`src/rtl/rd_ctrl_pkg.sv`:
```
// Shared definitions for rd_burst_ctrl: FSM state encoding and sizing helpers.
// Widths derived here are used directly in the top-level port list.
package rd_ctrl_pkg;

  typedef logic [1:0] state_t;

  localparam state_t ST_IDLE = 2'd0;
  localparam state_t ST_REQ  = 2'd1;
  localparam state_t ST_DATA = 2'd2;
  localparam state_t ST_DONE = 2'd3;

  // Burstcount must be able to hold BURST_LEN itself, hence the +1.
  function automatic int burst_w(input int burst_len);
    return $clog2(burst_len) + 1;
  endfunction

  function automatic int bytes_per_word(input int data_w);
    return data_w / 8;
  endfunction

endpackage

```
`src/rtl/rd_burst_ctrl.sv`:
```
// Avalon-MM burst read master that copies a memory region into the capture FIFO.
// One outstanding burst; data to FIFO one cycle after readdatavalid; RD_CTRL_BSWAP_EN byte-reverses words.
module rd_burst_ctrl
  import rd_ctrl_pkg::*;
#(
  parameter int DATA_W    = 32,
  parameter int ADDR_W    = 32,
  parameter int BURST_LEN = 8,
  parameter int LEN_W     = 16
) (
  input  logic                              clk,
  input  logic                              reset,
  input  logic                              start,
  input  logic [ADDR_W-1:0]                 base_addr,
  input  logic [LEN_W-1:0]                  num_words,
  output logic                              rd_ctrl_rdy,
  output logic                              done,
  output logic [ADDR_W-1:0]                 avm_address,
  output logic                              avm_read,
  output logic [burst_w(BURST_LEN)-1:0]     avm_burstcount,
  input  logic                              avm_waitrequest,
  input  logic [DATA_W-1:0]                 avm_readdata,
  input  logic                              avm_readdatavalid,
  input  logic                              almost_full,
  output logic                              fifo_wr,
  output logic [DATA_W-1:0]                 fifo_in
);

  localparam int BURST_W = burst_w(BURST_LEN);
  localparam int BYTES   = bytes_per_word(DATA_W);

  state_t              state;
  logic [ADDR_W-1:0]   addr;
  logic [LEN_W-1:0]    remaining;
  logic [BURST_W-1:0]  beats_left;
  logic [BURST_W-1:0]  burst_cnt;
  logic                issued;
  logic                accept;
  logic                beat;
  logic [DATA_W-1:0]   rdata_sw;

`ifdef RD_CTRL_BSWAP_EN
  for (genvar g = 0; g < BYTES; g++) begin : g_bswap
    assign rdata_sw[8*g +: 8] = avm_readdata[8*(BYTES-1-g) +: 8];
  end
`else
  assign rdata_sw = avm_readdata;
`endif

  assign burst_cnt = (remaining >= LEN_W'(BURST_LEN)) ? BURST_W'(BURST_LEN)
                                                      : BURST_W'(remaining);

  // Once a request is on the bus it must stay there until accepted, so
  // almost_full only gates the first cycle of each request.
  assign avm_read       = (state == ST_REQ) && (issued || !almost_full);
  assign accept         = avm_read && !avm_waitrequest;
  assign beat           = (state == ST_DATA) && avm_readdatavalid;
  assign avm_address    = addr;
  assign avm_burstcount = burst_cnt;
  assign rd_ctrl_rdy    = (state == ST_IDLE);

  always_ff @(posedge clk) begin
    if (!reset) begin
      state      <= ST_IDLE;
      addr       <= '0;
      remaining  <= '0;
      beats_left <= '0;
      issued     <= 1'b0;
      done       <= 1'b0;
      fifo_wr    <= 1'b0;
      fifo_in    <= '0;
    end else begin
      done    <= (state == ST_DONE);
      fifo_wr <= beat;
      if (beat) fifo_in <= rdata_sw;

      case (state)
        ST_IDLE: begin
          if (start) begin
            addr      <= base_addr;
            remaining <= num_words;
            state     <= (num_words == '0) ? ST_DONE : ST_REQ;
          end
        end
        ST_REQ: begin
          issued <= avm_read && avm_waitrequest;
          if (accept) begin
            addr       <= addr + ADDR_W'(burst_cnt) * ADDR_W'(BYTES);
            beats_left <= burst_cnt;
            state      <= ST_DATA;
          end
        end
        ST_DATA: begin
          if (beat) begin
            beats_left <= beats_left - BURST_W'(1);
            remaining  <= remaining - LEN_W'(1);
            if (beats_left == BURST_W'(1))
              state <= (remaining != LEN_W'(1)) ? ST_REQ : ST_DONE;
          end
        end
        ST_DONE: state <= ST_IDLE;
        default: state <= ST_IDLE;
      endcase
    end
  end

endmodule
```
`config.mk`:
```
export PLATFORM = sky130hd
export DESIGN_NAME = rd_burst_ctrl
export DESIGN_NICKNAME = d
export VERILOG_FILES = /design/src/rtl/rd_ctrl_pkg.sv /design/src/rtl/rd_burst_ctrl.sv
export SDC_FILE = /design/constraint.sdc
export NUM_CORES = 1
export LEC_CHECK = 0
export CAP_MARGIN = 20
export CORE_UTILIZATION = 45
export CTS_BUF_LIST = sky130_fd_sc_hd__clkbuf_4 sky130_fd_sc_hd__clkbuf_8 sky130_fd_sc_hd__clkbuf_16
export DETAILED_ROUTE_END_ITERATION = 10
export HOLD_SLACK_MARGIN = 0.06
export MAX_ROUTING_LAYER = met4
export PLACE_DENSITY = 0.83
export SYNTH_ARGS = -nofsm -noshare
export SYNTH_HDL_FRONTEND = slang
export SYNTH_SLANG_ARGS = --single-unit
export TNS_END_PERCENT = 100
```
`constraint.sdc`:
```
create_clock -name clk -period 6.35 [get_ports clk]
set_clock_uncertainty 0.15 [all_clocks]
set_input_delay 1.27 -clock clk [delete_from_list [all_inputs] [get_ports clk]]
set_output_delay 1.27 -clock clk [all_outputs]
set_load 0.01 [all_outputs]
```
==> impl.org, run 1 <==
** Worst setup path
- Source of the worst register-to-register timing path :: remaining[9]
- STA puts the critical path data required time at approximately 4900 ps.
- Slowest cell on the critical path :: sky130_fd_sc_hd__clkdlybuf4s50_1
- On the critical path the largest part of the delay comes from buffers and inverters.
- FF-to-FF End :: avm_address[22]
- Total buffers and inverters traversed by the critical path :: 2
- For flop-to-flop paths, the worst setup slack is 2700 ps.
- The critical path goes through clkdlybuf4s50_1 -> nor2b_1 -> nor2_1 -> clkdlybuf4s50_1.
- Data on the critical path arrives at its endpoint at 2700 ps.
- The worst setup path is of the in2out kind.
- Most repeated library cell on the critical path :: sky130_fd_sc_hd__clkdlybuf4s50_1
- Maximum net fanout on the critical path :: 5
- The worst setup path is captured at an output pin.
- The number of cells on the worst reg-to-reg path is 10.
- STA classifies the critical path startpoint as a primary input.
- CP max stage delay :: 500 ps

** Job
- Across the run, the number of max-cap violations was 0.

** Logic synthesis
- Sequential fraction of the synthesis area :: ~38%
- Top-area cell type share of the netlist area :: 37.5%
- Number of distinct standard cells referenced by the synthesized netlist :: 66
- A synthesized cell averages 7.58 um2.
- Mapped Cells :: 627
- Counting flops with an async set or reset pin after synthesis yields a share of 0%.
- Yosys mapped a number of flops with a built-in enable equal to 0.
- Most used DFF post-synth :: sky130_fd_sc_hd__dfxtp_1
- Synthesis produced a netlist with a net count of 723.
- Leading post-synthesis cells by cell area :: sky130_fd_sc_hd__dfxtp_1, sky130_fd_sc_hd__nand2_1, sky130_fd_sc_hd__a21oi_1, sky130_fd_sc_hd__nor2_1, sky130_fd_sc_hd__clkbuf_1
- Synth warnings :: 0
- Synth area leader :: sky130_fd_sc_hd__dfxtp_1
- Synthesized area :: 0.00475 mm2
- After synthesis the netlist holds a flip-flop and latch count of approximately 90.

** Power and ir drop
- Sequential share of power :: about 46%
- The design draws 1.41 mW.
- Clock Power Share :: 28.0%
- The worst-case IR drop observed on VDD is 0.109 mV.
- Fraction of power spent switching nets :: around a third
- The internal power of the cells totals 0.928 mW.
- Combinational Power Share :: 25.8%
- In this run the power spent charging and discharging nets is 0.479 mW.
- Leakage power :: 2.30 nW
- Power spread over the standard cell area amounts to 214 mW/mm2.

** Clocking
- Clock latency on the worst-skew pair :: 370 ps
- CTS Root Cell :: sky130_fd_sc_hd__clkbuf_8
- The number of hold buffers added after CTS was 0.
- Maximum root-to-sink buffer count :: 2
- For this design, the sink count on the clock tree is 89.
- After clock tree synthesis, the clock-pin slew on the worst setup and hold paths is 100 ps.
- TritonCTS built the clock tree.
- Number of H-tree levels :: 3
- TritonCTS Buffers :: 9
- Resized Gates After CTS :: 0
- In this run the post-CTS setup repair buffer count came out at 0.

** Finish
- In the final layout, flip-flops and latches occupy 0.00178 mm2.
- Post-route core utilization :: 64.0%
- Post-layout net count :: 851
- Counting the fill cells in the layout gives 883.
- The multi-input combinational cells in the finished layout cover a total of ~0.0027 mm2.
- Leaving out fill and tap cells, the most frequent cell in the layout is sky130_fd_sc_hd__clkdlybuf4s50_1.
- Ratio of cells with drive above 1 in the final layout :: 5.92%
- Final antenna diode count :: 0
- Highest-count cells in the layout ignoring fill and taps :: sky130_fd_sc_hd__clkdlybuf4s50_1, sky130_fd_sc_hd__nand2_1, sky130_fd_sc_hd__dfxtp_1, sky130_fd_sc_hd__a21oi_1, sky130_fd_sc_hd__nor2_1
- Layout overhead on the synthesized area :: 38.6%

** Timing
- After routing, the total negative slack on setup checks comes to 0 ps.
- Number of max-slew violations in the final report :: 0
- In the finished design, the share of the clock period the worst path needs comes to 64.9%.
- For the pin with the worst max-slew slack, the measured transition is 981 ps.
- Setup repair after global routing left no endpoint under its margin.
- Headroom to the max-slew limit :: 34.6%
- Min Hold Slack :: between 300 and 400 ps
- Hold Violations, Final :: 0
- The clock period could shrink to around 4100 ps.
- Setup violations remaining at the end of the flow were counted as 0.
- For this run, the top clock speed supported by timing is 0.243 GHz.

** Floorplanning
- The die is 105 um tall.
- 158 I/O pins were placed.
- Die footprint :: ~0.011 mm2
- The initial utilization of the core area, before any placement, comes to 46.2%.
- Std-Cell Rows :: 37
- Area of the core region :: 0.0103 mm2
- From left edge to right edge, the die measures 105 um.

** Routing
- The routed layout has 5336 vias.
- Initial DRT Pass Iterations :: 5
- After the first detailed-routing iteration, the DRC count stood at 540.
- Count of antenna-violating nets left after detailed routing :: 0
- In the routed design, unresolved DRC markers number 0.
- Final WL :: 14700 um
- Using the TritonRoute via totals, the vias-per-cell ratio works out to around 6.0.
- After detailed routing, the average wire length per cell comes to 16.4 um.

** Placed design
- The congestion estimate from routability-driven global placement came to 0.946.
- After legalization and detailed placement, the total HPWL measured ~10000 um.
- Port Buffers :: 157

** Worst hold path
- Class of the most critical hold timing path :: reg2reg
- Startpoint of the worst hold path :: fifo_in[20]
- Cells on Worst Hold Path :: 2
- Capture endpoint of the worst hold path :: fifo_in[20]

** Global route
- For this run the aggregate overflow at the end of global routing stands at 0.
- Vias in the first global route :: ~5000
- Total track usage :: 27.0%
- The number of antenna violations at the first check in global routing came to 0.
- Entering global routing, the biggest net connects between 60 and 70 pins.
- The first global-routing pass estimated 23700 um of wire.

** Outcome
- The run finished with clean final reports.
[how the worst max path moves through the flow]
| stage | from | end | slack (ps) | cells past startpoint |
|---|---|---|---|---|
| after detailed placement | almost_full | avm_read | 2270 | 4 |
| after global placement | almost_full | avm_read | 2290 | 4 |
| final | almost_full | avm_read | 2230 | 4 |
| after floorplan | remaining[9] | avm_address[10] | 3250 | 11 |
| after CTS | almost_full | avm_read | 2230 | 4 |
| after global routing | almost_full | avm_read | 2160 | 4 |
[synth_stat cells (2+ instances only)]
cell,number
sky130_fd_sc_hd__and2_1,6
sky130_fd_sc_hd__a31oi_1,15
sky130_fd_sc_hd__and3_1,5
sky130_fd_sc_hd__o211ai_1,5
sky130_fd_sc_hd__a211oi_1,7
sky130_fd_sc_hd__clkbuf_1,39
sky130_fd_sc_hd__nor4b_1,5
sky130_fd_sc_hd__nand2b_1,4
sky130_fd_sc_hd__o221a_1,3
sky130_fd_sc_hd__nand2_1,117
sky130_fd_sc_hd__o22ai_1,2
sky130_fd_sc_hd__o21ai_0,29
sky130_fd_sc_hd__or2_2,2
sky130_fd_sc_hd__or4_1,7
sky130_fd_sc_hd__and3_2,2
sky130_fd_sc_hd__nor4_4,2
sky130_fd_sc_hd__inv_1,11
sky130_fd_sc_hd__o311ai_0,2
sky130_fd_sc_hd__a21o_1,6
sky130_fd_sc_hd__o41ai_1,2
sky130_fd_sc_hd__nand4_1,13
sky130_fd_sc_hd__buf_2,8
sky130_fd_sc_hd__nor2_1,49
sky130_fd_sc_hd__nor2b_1,4
sky130_fd_sc_hd__nor3_1,17
sky130_fd_sc_hd__a32oi_1,3
sky130_fd_sc_hd__nor4_1,12
sky130_fd_sc_hd__ha_1,9
sky130_fd_sc_hd__or3_1,3
sky130_fd_sc_hd__nand3_1,17
sky130_fd_sc_hd__a22oi_1,3
sky130_fd_sc_hd__o31ai_1,5
sky130_fd_sc_hd__o221a_2,3
sky130_fd_sc_hd__a21oi_1,73
sky130_fd_sc_hd__o31a_1,2
sky130_fd_sc_hd__mux2i_1,4
sky130_fd_sc_hd__dfxtp_1,89
sky130_fd_sc_hd__a311oi_1,10
sky130_fd_sc_hd__o21a_1,4
sky130_fd_sc_hd__a41o_1,2
[cell families after synthesis]
family,synth area share (%)
simple gates,27.9
mux,1.08
compound gates,25.2
flops,37.5
buf+inv,5.22
xor+xnor,0.369
fa+ha+maj,2.79
[worst reg2reg max path: stages, from the launching register on]
cell and delay (ps):
sky130_fd_sc_hd__dfxtp_1 390, sky130_fd_sc_hd__or4_1 610, sky130_fd_sc_hd__and4b_1 370, sky130_fd_sc_hd__and2_1 210, sky130_fd_sc_hd__ha_1 200, sky130_fd_sc_hd__fa_1 230
sky130_fd_sc_hd__a21o_1 130, sky130_fd_sc_hd__a21o_1 420, sky130_fd_sc_hd__and2_1 420, sky130_fd_sc_hd__a311oi_1 160, sky130_fd_sc_hd__nor4_1 280
[power by group through the flow]
stage                     Combinational [mW]  Clock [mW]  Sequential (mW)
after floorplan                        0.196           0            0.653
after global placement                 0.342           0            0.658
after detailed placement               0.353           0            0.661
after CTS                              0.354       0.398            0.648
after global routing                   0.393       0.421            0.657
final                                  0.363       0.394            0.650
[registers in the layout, indices dropped and copies added, names as in the netlist]
register / flops
beats_left: 4
done: 1
state: 2
fifo_in: 32
avm_address: 32
fifo_wr: 1
remaining: 16
issued: 1
[per-layer routing]
metal	track usage, %	up-vias	routed length [um]
li1	-	2536	-
met1	34.9	2493	6420
met2	42.7	259	6830
met3	4.80	48	1110
met4	9.05	0	358
met5	-	-	0
[stage by stage]
step	worst slack [ps]	instances	cell area, um2
6_report	2230	896	6580
5_1_grt	2160	896	6580
4_1_cts	2230	893	6540
3_5_place_dp	2270	877	6350
3_3_place_gp	2290	876	6340
2_1_floorplan	3250	627	4750
[final cells by class]
cell class                 instances  area share (%)
tap                              136            2.59
timing repair buffer             167            25.4
clock buffer                       9            1.88
sequential                        89            27.1
multi-input combinational        477            41.5
inverter                          11           0.627
clock inverter                     7            1.01
Power figures use the tool's default switching activity.
==> run 2: changes to the inputs <==
Settings changed: CORE_UTILIZATION 45 to 42, PLACE_DENSITY 0.83 to 0.81.
Clock period 6.35 ns to 3.55 ns, I/O delays scaled along.
==> run 2 against run 1 <==
Effect of this change:
- critical path type is now reg2out
- sequential power increased by 78%
- largest cell class unchanged
- via count increased by 1.3%
- critical path depth unchanged
- highest routed layer unchanged
==> impl.org, run 2 (synthesized netlist as in run 1, its figures left out) <==
** Outcome
- Status :: completed (unchanged)

** Timing
- Hold Violations, Final :: 0 (unchanged)
- RSZ-0062 raised after global routing :: false (unchanged)
- Counting I/O delays and the setup requirement, the final critical path takes 3380 ps.
- Derived from the worst setup path, the maximum achievable clock frequency is 0.296 GHz.
- Number of max-slew violations in the final report :: 0 (unchanged)
- Headroom to the max-slew limit :: 41.7% (was 34.6%)
- After layout, the worst path uses between 90% and 100% of the clock period.
- The final setup violation count came to 0 (unchanged).
- Setup TNS :: 0 ps (unchanged)
- Worst-Margin Slew :: 867 ps (was 981 ps)

** Clocking
- The post-CTS setup repair buffer count is 0 (unchanged).
- Maximum root-to-sink buffer count :: 2 (unchanged)
- Resized Gates After CTS :: 0 (unchanged)
- The clock buffer count from CTS is 9 (unchanged).
- Number of H-tree levels :: 3 (unchanged)
- The source-to-sink clock delay at the later pin of the worst-skew pair is 350 ps (was 370 ps).
- The clock slew seen by the registers of the worst setup and hold paths came to 60 ps (was 100 ps).
- CTS Root Cell :: sky130_fd_sc_hd__clkbuf_16 (was sky130_fd_sc_hd__clkbuf_8)
- TritonCTS clock tree :: done (unchanged)
- The count of clock tree sinks came to 89 (unchanged).
- The number of buffers inserted by hold repair at cts was 0 (unchanged).

** Global route
- The final global-route overflow total was 0 (unchanged).
- Wire length of the first global-routing pass :: 24900 um (was 23700 um)
- The number of global-route vias before repair came to 5305 (was 4893).
- Total track usage :: 27.8% (was 27.0%)
- The number of antenna violations at the first check in global routing was 0 (unchanged).
- The maximum number of pins on one net before global-route repair was 35 (was 67).

** Finish
- The final net count is 859 (was 851).
- Post-route core utilization :: 61.8% (was 64.0%)
- Number of standard cells in the final layout excluding fillers :: 908 (was 896)
- Leading cell type in the layout, fill and taps excluded :: sky130_fd_sc_hd__clkdlybuf4s50_1 (unchanged)
- The area added between synthesis and finish came to 42.4% (was 38.6%).
- The layout cell share with drive strength beyond 1 is 6.90% (was 5.92%).
- Highest-count cells in the layout ignoring fill and taps: sky130_fd_sc_hd__clkdlybuf4s50_1, sky130_fd_sc_hd__nand2_1, sky130_fd_sc_hd__dfxtp_1, sky130_fd_sc_hd__a21oi_1, sky130_fd_sc_hd__nor2_1 (unchanged).
- The number of antenna diodes was 0 (unchanged).
- Number of fillers in the final layout :: 994 (was 883)

** Power and ir drop
- Power Dens Cells :: 426 mW/mm2 (was 214 mW/mm2)
- The reported leakage power is 2.39 nW (was 2.30 nW).
- Peak supply drop :: 0.339 mV (was 0.109 mV)

** Floorplanning
- I/O pin count :: 158 (unchanged)
- The horizontal die dimension was 108 um (was 105 um).
- The area of the core is 0.0109 mm2 (was 0.0103 mm2).
- Initial core utilization :: 43.4% (was 46.2%)
- Std-Cell Rows :: 38 (was 37)
- Chip height :: 108 um (was 105 um)
- Die footprint :: 0.0117 mm2 (was 0.0110 mm2)

** Worst setup path
- The type of the worst setup path is reg2out (was in2out).
- The endpoint of the lowest-slack register-to-register path is avm_address[25] (was avm_address[22]).
- The worst stage delay on the critical path came to 610 ps (was 500 ps).
- Critical path arrival :: 2520 ps (was 2700 ps)
- Slowest cell on the critical path :: sky130_fd_sc_hd__or4_1 (was sky130_fd_sc_hd__clkdlybuf4s50_1)
- The end point of the critical path was avm_burstcount[1] (was avm_read).
- R2R cell count :: 10 (unchanged)
- Cells along the critical path: or4_1 -> and4b_1 -> and2_1 -> clkdlybuf4s50_1 (was clkdlybuf4s50_1 -> nor2b_1 -> nor2_1 -> clkdlybuf4s50_1).
- Source of the worst register-to-register timing path :: remaining[9] (unchanged)
- Maximum net fanout on the critical path :: 8 (was 5)
- The start point of the critical path is remaining[9] (was almost_full).
- Critical path data required time :: 2690 ps (was 4930 ps)
- Crit path launch type :: flip-flop (was primary input)
- Worst-case register-to-register setup slack :: 230 ps (was 2700 ps)
- Crit. End Element :: output pin (unchanged)

** Routing
- The detailed route wirelength on metal2 is 7470 um (was 6830 um).
- Vias per Instance :: 5.95 (was 5.96)
- The routed metal-1 wire length is 6310 um (was 6420 um).
- The number of DRC violations after detailed-routing iteration 0 was 441 (was 540).
- Count of antenna-violating nets left after detailed routing :: 0 (unchanged)
- Total number of vias :: 5406 (was 5336)
- Number of remaining DRC errors :: 0 (unchanged)
- Sum of met3 wire segment lengths after detailed routing :: 1350 um (was 1110 um)
- DR top layer :: met4 (unchanged)
- Final WL :: 15600 um (was 14700 um)
- The routed length per instance came to 17.2 um (was 16.4 um).
- The count of TritonRoute iterations in the first routing pass was 6 (was 5).

** Worst hold path
- Class of the most critical hold timing path :: reg2reg (unchanged)
- Startpoint of the worst hold path :: fifo_in[29] (was fifo_in[20])

** Placed design
- The number of cells after detailed placement came to 892 (was 877).
- Final HPWL from detailed placement :: 11100 um (was 10000 um)
- The final weighted congestion in routability-driven placement came to 0.909 (was 0.946).
- Port Buffers :: 157 (unchanged)

** Job
- Maximum Capacitance Violations :: 0 (unchanged)
run 2: changes by cell type in the layout (fill, tap and decap cells not counted), moves of 2 or more:
cell | before | now
sky130_fd_sc_hd__clkbuf_16 | 0 | 9
sky130_fd_sc_hd__buf_4 | 7 | 18
sky130_fd_sc_hd__bufinv_16 | 0 | 2
sky130_fd_sc_hd__clkbuf_8 | 9 | 1
sky130_fd_sc_hd__inv_6 | 3 | 0
sky130_fd_sc_hd__clkinvlp_4 | 0 | 3
sky130_fd_sc_hd__inv_8 | 2 | 0
run 2: cell type report:
| cell class | count | area, um2 | area share (%) |
|---|---|---|---|
| Clock buffer | 10 | 239 | 3.53 |
| Clock inverter | 6 | 91.3 | 1.35 |
| Inverter | 11 | 41.3 | 0.611 |
| Multi-Input combinational cell | 477 | 2730 | 40.3 |
| Sequential cell | 89 | 1780 | 26.4 |
| Tap cell | 140 | 175 | 2.59 |
| Timing Repair Buffer | 175 | 1710 | 25.2 |
run 2: worst min path at each step:
stage          slack (ps)  cells after the start             to
3_5_place_dp          300                      2    fifo_in[29]
2_1_floorplan         310                      2  remaining[14]
3_3_place_gp          290                      2     fifo_in[3]
6_report              300                      2    fifo_in[29]
4_1_cts               310                      2    fifo_in[29]
5_1_grt               320                      2     fifo_in[9]
run 2: critical path, delay by kind of cell (launching register included):
kind	cells	cell delay [ps]
AND/OR/NAND/NOR	3	1230
buffers and inverters	1	580
flip-flops	1	370
run 2: through the flow:
step,hold slack (ps),cell area (um2),power (mW),setup slack (ps)
after floorplan,312,4750,1.52,448
after global placement,291,6430,1.82,422
after detailed placement,297,6430,1.83,223
after CTS,305,6760,2.89,157
after global routing,324,6760,3.01,17.8
final,303,6760,2.88,173
run 2: metal layers:
| metal | up-vias | track usage [%] |
|---|---|---|
| met1 | 2552 | 32.5 |
| met5 | - | - |
| met2 | 270 | 44.6 |
| met4 | 0 | 12.8 |
| met3 | 41 | 7.35 |
| li1 | 2543 | - |
run 2: where the power goes:
| group | internal [mW] | switching, mW | total [mW] |
|---|---|---|---|
| Clock | 0.637 | 0.418 | 1.06 |
| Combinational | 0.325 | 0.341 | 0.666 |
| Sequential | 1.07 | 0.0914 | 1.16 |
